<file path="config.mk">
export PLATFORM = sky130hd
export DESIGN_NAME = sum_deserializer
export DESIGN_NICKNAME = d
export VERILOG_FILES = /design/src/rtl/sum_deserializer.sv
export SDC_FILE = /design/constraint.sdc
export NUM_CORES = 1
export LEC_CHECK = 0
export ABC_CLOCK_PERIOD_IN_PS = 4800
export CAP_MARGIN = 10
export CORE_MARGIN = 4
export CORE_UTILIZATION = 30
export CTS_BUF_LIST = sky130_fd_sc_hd__clkbuf_4
export CTS_CLUSTER_SIZE = 8
export DETAILED_ROUTE_END_ITERATION = 8
export PLACE_DENSITY = 0.48
export REMOVE_ABC_BUFFERS = 1
export SLEW_MARGIN = 15
export SYNTH_ARGS = -nofsm -noshare
export SYNTH_HDL_FRONTEND = slang
export SYNTH_SLANG_ARGS = --single-unit
</file>
<file path="constraint.sdc">
create_clock -name i_clk -period 4.8 [get_ports i_clk]
set_input_delay 1.44 -clock i_clk [delete_from_list [all_inputs] [get_ports i_clk]]
set_output_delay 1.44 -clock i_clk [all_outputs]
set_load 0.1 [all_outputs]
</file>
<file path="src/rtl/sum_deserializer.sv">
// Serial-in/parallel-out collector for the serial adder: gathers an LSB-first
// sum stream plus final carry into an N-bit word behind a valid/ready handshake.
// Optional sticky abort flag output: define SUM_DESER_ABORT_FLAG_EN.
module sum_deserializer #(
  parameter int N = 8
) (
  input  logic         i_clk,
  input  logic         i_rst_n,
  input  logic         i_start,
  input  logic         i_bit_en,
  input  logic         i_sum_bit,
  input  logic         i_cout,
  input  logic         i_ready,
  output logic [N-1:0] o_sum,
  output logic         o_cout,
  output logic         o_valid,
  output logic         o_busy
`ifdef SUM_DESER_ABORT_FLAG_EN
  ,
  output logic         o_abort
`endif
);

  localparam int CW = $clog2(N);

  typedef enum logic [1:0] {
    IDLE    = 2'd0,
    COLLECT = 2'd1,
    DONE    = 2'd2
  } state_t;

  state_t        state_q, state_d;
  logic [CW-1:0] cnt_q, cnt_d;
  logic [N-1:0]  shreg_q, shreg_d;
  logic [N-1:0]  sum_q, sum_d;
  logic          cout_q, cout_d;
  logic          valid_q, valid_d;
  logic          busy_q, busy_d;
  logic          abort_q, abort_d;
  logic [N-1:0]  shifted;

  assign shifted = {i_sum_bit, shreg_q[N-1:1]};

  always_comb begin
    state_d = state_q;
    cnt_d   = cnt_q;
    shreg_d = shreg_q;
    sum_d   = sum_q;
    cout_d  = cout_q;
    valid_d = valid_q;
    abort_d = abort_q;
    case (state_q)
      IDLE: begin
        if (i_start) begin
          state_d = COLLECT;
          cnt_d   = '0;
          shreg_d = '0;
        end
      end
      COLLECT: begin
        if (i_start) begin
          // Restart wins over any bit presented in the same cycle.
          cnt_d   = '0;
          shreg_d = '0;
          abort_d = 1'b1;
        end else if (i_bit_en) begin
          shreg_d = shifted;
          if (cnt_q == CW'(N-1)) begin
            sum_d   = shifted;
            cout_d  = i_cout;
            valid_d = 1'b1;
            cnt_d   = '0;
            state_d = DONE;
          end else begin
            cnt_d = cnt_q + 1'b1;
          end
        end
      end
      DONE: begin
        // A start without ready is dropped; start with ready skips IDLE.
        if (i_ready) begin
          valid_d = 1'b0;
          abort_d = 1'b0;
          if (i_start) begin
            state_d = COLLECT;
            cnt_d   = '0;
            shreg_d = '0;
          end else begin
            state_d = IDLE;
          end
        end
      end
      default: state_d = IDLE;
    endcase
    busy_d = (state_d == COLLECT);
  end

  always_ff @(posedge i_clk or negedge i_rst_n) begin
    if (!i_rst_n) begin
      state_q <= IDLE;
      cnt_q   <= '0;
      shreg_q <= '0;
      sum_q   <= '0;
      cout_q  <= 1'b0;
      valid_q <= 1'b0;
      busy_q  <= 1'b0;
      abort_q <= 1'b0;
    end else begin
      state_q <= state_d;
      cnt_q   <= cnt_d;
      shreg_q <= shreg_d;
      sum_q   <= sum_d;
      cout_q  <= cout_d;
      valid_q <= valid_d;
      busy_q  <= busy_d;
      abort_q <= abort_d;
    end
  end

  assign o_sum   = sum_q;
  assign o_cout  = cout_q;
  assign o_valid = valid_q;
  assign o_busy  = busy_q;
`ifdef SUM_DESER_ABORT_FLAG_EN
  assign o_abort = abort_q;
`else
  logic unused_abort;
  assign unused_abort = abort_q;
`endif

endmodule

</file>
### Yosys cells after proc, flatten, opt, wreduce, memory -nomap -nowiden

Cells that the tools add are included.

* bits in writable memories: 0
* output and inout bits: 11
* latch bits: 0
* flip-flop bits (word level): 24
* bits of input ports: 7
* word-level logic and storage cells: 47
* memory bits (read-only): 0
* memories: 0

* eq/ne operators: 9
* reductions and logical operators: 6
* shift operators: 0
* muxes and demuxes: 23
* $lt $le $gt $ge: 0
* bitwise gates (word level): 1
* $add $sub $neg: 1
* div/mod/pow operators: 0
* $mul: 0

Operator list (number)
* 2-to-1 mux 8 bit: 4
* one-hot mux 8 bit (3 select lines): 1
* 2-to-1 mux 3 bit: 5
* 2-to-1 mux 2 bit: 5
* one-hot mux 3 bit (3 select lines): 1
* inequality test 2 bit (second input constant): 4
* one-hot mux 2 bit (3 select lines): 1
* 2-to-1 mux 1 bit: 5
* AND reduction 5 bit: 1
* equality test 2 x 1 -> 1 bit (second input constant): 2
* AND reduction 4 bit: 1
* adder 3 x 1 -> 3 bit (second input constant): 1
* equality test 3 bit (second input constant): 1
* inequality test 3 bit (second input constant): 1
* AND reduction 3 bit: 1
* nonzero test 3 bit: 1
* equality test 2 bit (second input constant): 1
* zero test 2 bit: 1
* one-hot mux 1 bit (2 select lines): 1
* nonzero test 2 bit: 1
* inverter 1 bit: 1

### Longest topological paths before layout

Gate-level depths: netlist (run 1).

* depth in word-level cells: 6
* mapped depth: 6

### Worst setup path before layout (run 1)

Ideal clock, no wire load.

* kind: register -> output
* from: register valid_q (netlist: o_valid)
* to: output o_valid
* arrival: 898 ps
* cell stages (with the launch flop): 1
* slack: 2462 ps
* buffers on the path: 0
* required time: 3360 ps
* path through: dfrtp_1

RTL lines
* start: declaration: RTL line 37 `logic valid_q, valid_d;`
* start signal: assignment: RTL line 114 `valid_q <= valid_d;`
* end: declaration: RTL line 16 `output logic o_valid,`

No word-level cell between the ends.

### Final worst setup path (run 1)

* from: register sum_q[3] (netlist: o_sum[3])
* to: output o_sum[3]

RTL lines
* start: declaration: RTL line 35 `logic [N-1:0] sum_q, sum_d;`
* start signal: assignment: RTL line 112 `sum_q <= sum_d;`
* end: declaration: RTL line 14 `output logic [N-1:0] o_sum,`

No word-level cell between the ends.

==> results of run 1 <==
-- power groups by stage --
| stage | registers, W | logic, W | clock network [W] |
|---|---|---|---|
| 2_1_floorplan | 0.000239 | 0.0000192 | 0 |
| 3_3_place_gp | 0.000214 | 0.0000657 | 0 |
| 3_5_place_dp | 0.000214 | 0.0000661 | 0 |
| 4_1_cts | 0.000210 | 0.0000664 | 0.000100 |
| 5_1_grt | 0.000212 | 0.0000705 | 0.000109 |
| 6_report | 0.000210 | 0.0000648 | 0.0000924 |
-- placed cells by master, fill, tap and decap left out, drive strengths merged --
| master | n |
|---|---|
| clkdlybuf4s50 | 16 |
| or2 | 1 |
| ha | 2 |
| a21oi | 2 |
| mux2 | 9 |
| nor3b | 2 |
| buf | 1 |
| nand3b | 2 |
| a21o | 1 |
| nand2 | 21 |
| clkbuf | 4 |
| nor2 | 2 |
| o21ai | 2 |
| dfrtp | 23 |
| and2b | 1 |
| mux2i | 10 |
-- sequential cells by signal, indices dropped and copies added (netlist names) --
name,flops
state_q,2
shreg_q,7
cnt_q,3
o_sum,8
o_busy,1
o_valid,1
o_cout,1
-- kinds of logic after synthesis --
| group | synth area share |
|---|---|
| fa+ha+maj | 0.0251 |
| compound gates | 0.0276 |
| buf+inv | 0.0251 |
| mux | 0.202 |
| simple gates | 0.143 |
| flops | 0.577 |
-- layout make-up --
cell class / instances / area [µm²]
fillers: 329 / 1910
flip-flops and latches: 23 / 576
multi-input cells: 55 / 397
repair buffers: 17 / 165
well taps: 44 / 55.1
clock buffers: 4 / 30.0
-- through the flow --
| step | hold WS [ns] | setup WS (ns) | instance area (µm²) | instances |
|---|---|---|---|---|
| finish | 0.490 | 1.55 | 1220 | 143 |
| global route | 0.514 | 1.40 | 1220 | 143 |
| CTS | 0.495 | 1.52 | 1230 | 143 |
| detailed placement | 0.465 | 1.23 | 1200 | 139 |
| global placement | 0.468 | 1.28 | 1200 | 139 |
| floorplan | 0.479 | 2.09 | 972 | 78 |
-- routing by layer --
layer,global-route usage,vias up
li1,-,308
met1,0.136,306
met2,0.145,17
met3,0.0427,2
met4,0.0233,0
met5,0,-
-- worst paths after layout --
check                                     start  slack [ns]                     end
hold reg to reg             o_valid$_DFFE_PN0P_        0.49     o_valid$_DFFE_PN0P_
hold / removal              o_valid$_DFFE_PN0P_        0.49     o_valid$_DFFE_PN0P_
max in group asynchronous               i_rst_n        3.37  shreg_q[7]$_DFFE_PN0P_
min in group asynchronous               i_rst_n        1.09        o_busy$_DFF_PN0_
setup / recovery           o_sum[3]$_DFFE_PN0P_        1.55                o_sum[3]
setup reg to reg           state_q[1]$_DFF_PN0_        2.69    o_sum[0]$_DFFE_PN0P_
==> impl_metrics.csv, run 1 <==
group,metric,value,unit
status,outcome,"finished, final reports clean",
die,ios,18,
setup_path,reg2regPathDepth,3,
die,die-width,65.7,µm
pwr,switching_share,0.286,
sta,rsz0062_at_grt,"false",
finish,final_core_util,0.391,
global_route,grt_start_max_net_pins,24,
drt,route.met3.wl,114,µm
pwr,power.total,0.000367,W
drt,drc,0,
logic_synthesis,synth-edff-count,0,
pwr,seqPwrFrac,0.572,
cts,clkTransAtPathRegs,0.12,ns
cts,cts_root_buf,"clkbuf_4",
sta,hold_viol,0,
placed_design,port_buffers,17,
setup_path,cpMaxStageDelayCell,"clkdlybuf4s50_1",
logic_synthesis,synth_seq_cells,23,
sta,post-route-min-period,3.25,ns
placed_design,hpwl,1.18,mm
cts,cts_hold_buf,0,
global_route,track_usage,0.0999,
cts,clkLatencyLatePin,0.30,ns
setup_path,cp_num_cells,1,
cts,cts_resized,0,
drt,wire_per_inst,12.4,µm
setup_path,critPathKind,"flip-flop to primary output",
pwr,clockPowerShare,0.252,
pwr,p_int,0.000262,W
die,die-area,4310,µm²
drt,top_layer,"met4",
cts,cts_tree,"yes",
logic_synthesis,synth_common_cells,"23 x dfrtp_1, 21 x nand2_1, 10 x mux2i_1",
sta,finalMaxSlewViolations,0,
cts,cts_sinks,23,
finish,fin_nets,109,
logic_synthesis,syn-cell-area,997,µm²
global_route,first_global_vias,675,
logic_synthesis,synth_top_area_frac,0.577,
logic_synthesis,yosysMostFrequentCell,"dfrtp_1",
sta,setup_viol,0,
setup_path,crit_fanout,2,
global_route,grt_pass1_wl,3.22,mm
drt,drt_iter0_drc,18,
pwr,ir_drop,0.173,mV
die,dieHeight,65.7,µm
sta,post-route-period-util,0.676,
sta,setup-tns-final,0,ns
global_route,antenna_found_initial,0,
worst_hold_path,whs_path_depth,1,
sta,tightest_slew,0.974,ns
cts,h-tree-depth,1,
logic_synthesis,ys.warnings.count,0,
die,start_util,0.319,
setup_path,end_kind,"primary output",
logic_synthesis,synthDistinctLibCells,19,
cts,post_cts_buffers,0,
cts,clockBufferDepth,2,
finish,area_growth,22.6,%
logic_synthesis,syn_inst,82,
die,core_area,3130,µm²
sta,maxSlewHeadroom,0.348,
drt,ant_nets,0,
logic_synthesis,synth_area_per_cell,12.2,µm²
die,placementRows,20,
setup_path,start_kind,"flip-flop",
pwr,switchingPower,0.000105,W
logic_synthesis,synth-main-ff-cell,"dfrtp_1",
sta,timing.fmax,0.308,GHz
global_route,overflow,0,
finish,layout-drive-gt1-share,0.0909,
setup_path,crit_buf_inv,1,
pwr,pwr-share-comb,0.177,
setup_path,crit_chain,"clkdlybuf4s50_1",
logic_synthesis,yosys.area.top_type,"dfrtp_1",
job,maxCapViolCount,0,
drt,vias,633,
pwr,power.density,300,nW/µm²
setup_path,critical_path.top_delay_family,"buffers and inverters",
cts,cts-buffers-inserted,3,
logic_synthesis,seq_area_frac_synth,0.577,
worst_hold_path,worstHoldPathType,"flip-flop to flip-flop",
drt,met2WireLength,727,µm
pwr,power.leakage,0.608,nW
sta,skew,0.00126,ns
setup_path,critPathArrivalTime,1.81,ns
logic_synthesis,async_flop_share,1.00,
setup_path,crit_required,3.36,ns
drt,viasPerCell,4.43,
drt,met1Wirelength,919,µm
setup_path,max_stage_delay,1.13,ns
drt,first_pass_iters,4,
logic_synthesis,synth_area_leaders,"dfrtp_1 58%, mux2i_1 10%, mux2_1 9.0%",
finish,diodes,0,
placed_design,place_congestion,0.670,
drt,wirelength,1.78,mm
Power figures use the tool's default switching activity.
==> run 2, diff against run 1 <==
--- a/config.mk
+++ b/config.mk
@@ -5,7 +5,7 @@
 export SDC_FILE = /design/constraint.sdc
 export NUM_CORES = 1
 export LEC_CHECK = 0
-export ABC_CLOCK_PERIOD_IN_PS = 4800
+export ABC_CLOCK_PERIOD_IN_PS = 3100
 export CAP_MARGIN = 10
 export CORE_MARGIN = 4
 export CORE_UTILIZATION = 30
==> constraint.sdc (replaced) <==
create_clock -name i_clk -period 3.1 [get_ports i_clk]
set_input_delay 0.93 -clock i_clk [delete_from_list [all_inputs] [get_ports i_clk]]
set_output_delay 0.93 -clock i_clk [all_outputs]
set_load 0.1 [all_outputs]
==> impl_metrics.csv, run 2 (synthesis gave the netlist of run 1 again) <==
group,metric,value,unit
finish,diodes,0,
sta,rsz0062_at_grt,"false",
sta,post-route-period-util,0.720,
pwr,power.leakage,0.638,nW
pwr,switchingPower,0.000164,W
cts,cts_resized,0,
sta,post-route-min-period,2.23,ns
cts,h-tree-depth,1,
drt,ant_nets,0,
setup_path,reg2regPathDepth,5,
pwr,p_int,0.000406,W
die,core_area,3130,µm²
setup_path,crit_chain,"clkdlybuf4s50_1, nor3b_2, and2b_1, mux2_2",
sta,setup-tns-final,0,ns
cts,clkTransAtPathRegs,0.13,ns
pwr,switching_share,0.288,
finish,final_core_util,0.388,
cts,cts_sinks,23,
global_route,first_global_vias,688,
global_route,antenna_found_initial,0,
cts,clockBufferDepth,2,
placed_design,placed_cell_area,1180,µm²
sta,setup_viol,0,
die,ios,18,
pwr,pwr-share-comb,0.177,
setup_path,r2r_start,"cnt_q[0]$_DFFE_PN0P_",
worst_hold_path,whs_path_depth,1,
drt,viasPerCell,4.48,
setup_path,end_kind,"flip-flop",
job,maxCapViolCount,0,
finish,largest_reg_flops,8,
setup_path,critPathArrivalTime,2.44,ns
global_route,grt_start_max_net_pins,24,
global_route,grt_pass1_wl,3.19,mm
sta,timing.fmax,0.448,GHz
setup_path,critPathKind,"input pin to flip-flop",
setup_path,critical_path.top_delay_family,"simple AND/OR/NAND/NOR gates",
cts,cts-buffers-inserted,3,
die,die-area,4310,µm²
sta,skew,0.00826,ns
setup_path,start_kind,"input pin",
drt,vias,649,
setup_path,max_stage_delay,0.46,ns
cts,clkLatencyLatePin,0.30,ns
drt,first_pass_iters,4,
finish,area_growth,21.8,%
die,start_util,0.319,
drt,drt_iter0_drc,41,
sta,finalMaxSlewViolations,0,
setup_path,cpMaxStageDelayCell,"clkdlybuf4s50_1",
placed_design,hpwl,1.22,mm
worst_hold_path,hp-start,"o_valid$_DFFE_PN0P_",
global_route,overflow,0,
sta,maxSlewHeadroom,0.678,
status,outcome,"finished, final reports clean",
drt,drc,0,
cts,cts_hold_buf,0,
pwr,clockPowerShare,0.253,
global_route,track_usage,0.0977,
worst_hold_path,worstHoldPathType,"flip-flop to flip-flop",
finish,fin_area,1210,µm²
worst_hold_path,hold_end,"o_valid$_DFFE_PN0P_",
cts,post_cts_buffers,0,
placed_design,place_congestion,0.676,
cts,cts_root_buf,"clkbuf_4",
finish,layout-drive-gt1-share,0.208,
placed_design,port_buffers,17,
cts,cts_tree,"yes",
pwr,ir_drop,0.227,mV
setup_path,crit_required,3.31,ns
pwr,power.density,470,nW/µm²
drt,wirelength,1.82,mm
die,dieHeight,65.7,µm
setup_path,timing.rr.end,"o_sum[0]$_DFFE_PN0P_",
sta,timing.hold.ws,0.491,ns
finish,fin_nets,111,
die,die-width,65.7,µm
sta,hold_viol,0,
die,placementRows,20,
setup_path,crit_buf_inv,1,
finish,mostFrequentLayoutCell,"dfrtp_1",
finish,final_cell_mix,"23 x dfrtp_1, 21 x nand2_1, 13 x buf_4, 10 x mux2i_1, 8 x mux2_1",
pwr,seqPwrFrac,0.570,
drt,wire_per_inst,12.5,µm
setup_path,crit_fanout,11,
sta,tightest_slew,0.482,ns
setup_path,reg2reg_slack,1.32,ns
[run 2: cell count changes in the layout (fill, tap and decap cells not counted), sizes merged]
cell           previous run  this run
clkdlybuf4s50            16         6
buf                       1        13
[run 2: area by class of cell]
class	count	area, µm²
sequential	23	576
clock buffer	4	30.0
timing repair buffer	19	158
multi-input combinational	55	397
tap	44	55.1
fill	326	1910
[run 2: metrics by stage]
| step | setup WS, ns | instances | total power [W] |
|---|---|---|---|
| floorplan | 0.896 | 78 | 0.000399 |
| global placement | 0.529 | 141 | 0.000433 |
| finish | 0.869 | 145 | 0.000571 |
| detailed placement | 0.523 | 141 | 0.000435 |
| global route | 0.790 | 145 | 0.000604 |
| CTS | 0.859 | 145 | 0.000581 |
[run 2: routing by layer]
metal / track usage / wire (µm)
met5: 0 / 0
met4: 0.0466 / 19
met3: 0.0188 / 87
met2: 0.161 / 869
met1: 0.121 / 841
[run 2: how the worst max path moves through the flow]
stage | start | to | slack, ns | depth (start not counted)
global route | i_start | o_sum[4]$_DFFE_PN0P_ | 0.79 | 4
global placement | i_start | o_sum[0]$_DFFE_PN0P_ | 0.53 | 4
detailed placement | i_start | o_sum[0]$_DFFE_PN0P_ | 0.52 | 4
CTS | i_start | o_sum[0]$_DFFE_PN0P_ | 0.86 | 4
finish | i_start | o_sum[0]$_DFFE_PN0P_ | 0.87 | 4
floorplan | i_start | o_sum[0]$_DFFE_PN0P_ | 0.90 | 3
[run 2: power by group through the flow]
stage / registers (W) / logic (W) / clock network, W
3_5_place_dp: 0.000332 / 0.000103 / 0
2_1_floorplan: 0.000369 / 0.0000298 / 0
5_1_grt: 0.000328 / 0.000109 / 0.000167
4_1_cts: 0.000326 / 0.000103 / 0.000152
3_3_place_gp: 0.000331 / 0.000102 / 0
6_report: 0.000326 / 0.000101 / 0.000144
==> run 3, diff against run 2 <==
--- a/config.mk
+++ b/config.mk
@@ -5,7 +5,7 @@
 export SDC_FILE = /design/constraint.sdc
 export NUM_CORES = 1
 export LEC_CHECK = 0
-export ABC_CLOCK_PERIOD_IN_PS = 3100
+export ABC_CLOCK_PERIOD_IN_PS = 2100
 export CAP_MARGIN = 10
 export CORE_MARGIN = 4
 export CORE_UTILIZATION = 30
==> constraint.sdc (replaced) <==
create_clock -name i_clk -period 2.1 [get_ports i_clk]
set_input_delay 0.63 -clock i_clk [delete_from_list [all_inputs] [get_ports i_clk]]
set_output_delay 0.63 -clock i_clk [all_outputs]
set_load 0.1 [all_outputs]
==> impl_metrics.csv, run 3 (synthesis gave the netlist of run 1 again) <==
group,metric,value,unit
status,outcome,"finished, final reports clean",
pwr,p_int,0.000610,W
pwr,clockPowerShare,0.236,
cts,cts_resized,0,
placed_design,port_buffers,17,
sta,setup-tns-final,0,ns
finish,layout-drive-gt1-share,0.238,
sta,setup_viol,0,
pwr,switching_share,0.294,
setup_path,reg2reg_slack,0.42,ns
setup_path,cpMaxStageDelayCell,"clkdlybuf4s50_1",
placed_design,placed_cell_area,1380,µm²
sta,skew,0.00844,ns
drt,first_pass_iters,4,
drt,wire_per_inst,11.9,µm
cts,cts_hold_buf,0,
drt,ant_nets,0,
finish,fin_nets,115,
global_route,grt_start_max_net_pins,24,
cts,clkLatencyLatePin,0.31,ns
cts,clockBufferDepth,2,
setup_path,reg2regPathDepth,6,
setup_path,end_kind,"flip-flop",
drt,vias,659,
placed_design,hpwl,1.23,mm
cts,cts_root_buf,"clkbuf_4",
die,start_util,0.319,
sta,hold_viol,0,
setup_path,r2r_start,"cnt_q[0]$_DFFE_PN0P_",
global_route,track_usage,0.0957,
sta,post-route-period-util,0.816,
worst_hold_path,worstHoldPathType,"flip-flop to flip-flop",
setup_path,timing.rr.end,"o_sum[2]$_DFFE_PN0P_",
die,die-area,4310,µm²
cts,clkTransAtPathRegs,0.13,ns
drt,drt_iter0_drc,22,
pwr,power.leakage,0.698,nW
drt,viasPerCell,4.42,
setup_path,critPathArrivalTime,1.92,ns
worst_hold_path,whs_path_depth,1,
setup_path,start_kind,"input pin",
placed_design,place_congestion,0.748,
cts,cts_tree,"yes",
global_route,first_global_vias,676,
die,dieHeight,65.7,µm
setup_path,crit_required,2.30,ns
global_route,grt_pass1_wl,3.18,mm
setup_path,critPathKind,"input pin to flip-flop",
cts,post_cts_buffers,0,
die,ios,18,
cts,cts-buffers-inserted,3,
sta,timing.fmax,0.583,GHz
die,core_area,3130,µm²
worst_hold_path,hold_end,"o_sum[0]$_DFFE_PN0P_",
finish,fin_area,1410,µm²
finish,nFillCells,312,
sta,tightest_slew,0.295,ns
worst_hold_path,hp-start,"shreg_q[1]$_DFFE_PN0P_",
finish,multiInputGateArea,397,µm²
pwr,ir_drop,0.506,mV
pwr,power.density,615,nW/µm²
finish,area_growth,40.9,%
sta,maxSlewHeadroom,0.803,
die,placementRows,20,
drt,drc,0,
finish,mostFrequentLayoutCell,"dfrtp_1",
finish,diodes,0,
global_route,antenna_found_initial,0,
job,maxCapViolCount,0,
sta,post-route-min-period,1.71,ns
sta,timing.hold.ws,0.528,ns
setup_path,crit_chain,"clkdlybuf4s50_1, nor3b_2, and2b_1, buf_12, mux2_1",
drt,wirelength,1.78,mm
pwr,pwr-share-comb,0.202,
finish,final_cell_mix,"23 x dfrtp_1, 21 x nand2_1, 13 x buf_12, 10 x mux2i_1, 8 x mux2_1",
finish,regArea,576,µm²
die,die-width,65.7,µm
global_route,overflow,0,
sta,finalMaxSlewViolations,0,
pwr,switchingPower,0.000254,W
finish,largest_reg_flops,8,
finish,final_core_util,0.449,
setup_path,max_stage_delay,0.44,ns
sta,rsz0062_at_grt,"false",
pwr,seqPwrFrac,0.563,
cts,h-tree-depth,1,
cts,cts_sinks,23,
setup_path,crit_fanout,11,
## run 3: cell types whose count changed in the layout (fill, tap and decap cells not counted)
cell | previous run | this run
buf_4 | 13 | 4
clkinv_2 | 0 | 1
clkbuf_4 | 4 | 3
buf_12 | 0 | 13
## run 3: worst max-delay path by stage
| stage | from | endpoint | cells past startpoint |
|---|---|---|---|
| floorplan | i_start | o_sum[0]$_DFFE_PN0P_ | 3 |
| global placement | i_start | o_sum[0]$_DFFE_PN0P_ | 5 |
| detailed placement | i_start | o_sum[0]$_DFFE_PN0P_ | 5 |
| CTS | i_start | o_sum[0]$_DFFE_PN0P_ | 5 |
| global route | i_start | o_sum[2]$_DFFE_PN0P_ | 5 |
| finish | i_start | o_sum[2]$_DFFE_PN0P_ | 5 |
## run 3: power groups by stage
stage          logic [W]  clock network [W]  registers [W]
6_report        0.000174           0.000204       0.000486
5_1_grt         0.000189           0.000231       0.000489
4_1_cts         0.000178           0.000213       0.000486
3_5_place_dp    0.000177                  0       0.000494
3_3_place_gp    0.000176                  0       0.000493
2_1_floorplan  0.0000439                  0       0.000545
## run 3: area by class of cell
class,instances,area share
Clock inverter,1,0.00356
Multi-Input combinational cell,55,0.282
Sequential cell,23,0.410
Timing Repair Buffer,23,0.249
Tap cell,44,0.0392
Clock buffer,3,0.0160
## run 3: critical path: cells and delay by family
| family | cells | cell delay, ns |
|---|---|---|
| multiplexers | 1 | 0.31 |
| AND/OR/NAND/NOR | 2 | 0.39 |
| buffers and inverters | 2 | 0.58 |
## run 3: metal layers
metal	vias to the layer above	global-route usage	wire [µm]
li1	319	-	-
met1	320	0.122	847
met2	18	0.153	805
met3	2	0.0410	109
met4	0	0.0155	13
met5	-	0	0
## run 3: through the flow
stage / worst slack (ns) / instances / power (W)
2_1_floorplan: 0.196 / 78 / 0.000589
3_3_place_gp: 0.0549 / 145 / 0.000669
3_5_place_dp: 0.0620 / 145 / 0.000672
4_1_cts: 0.390 / 149 / 0.000876
5_1_grt: 0.316 / 149 / 0.000909
6_report: 0.386 / 149 / 0.000863
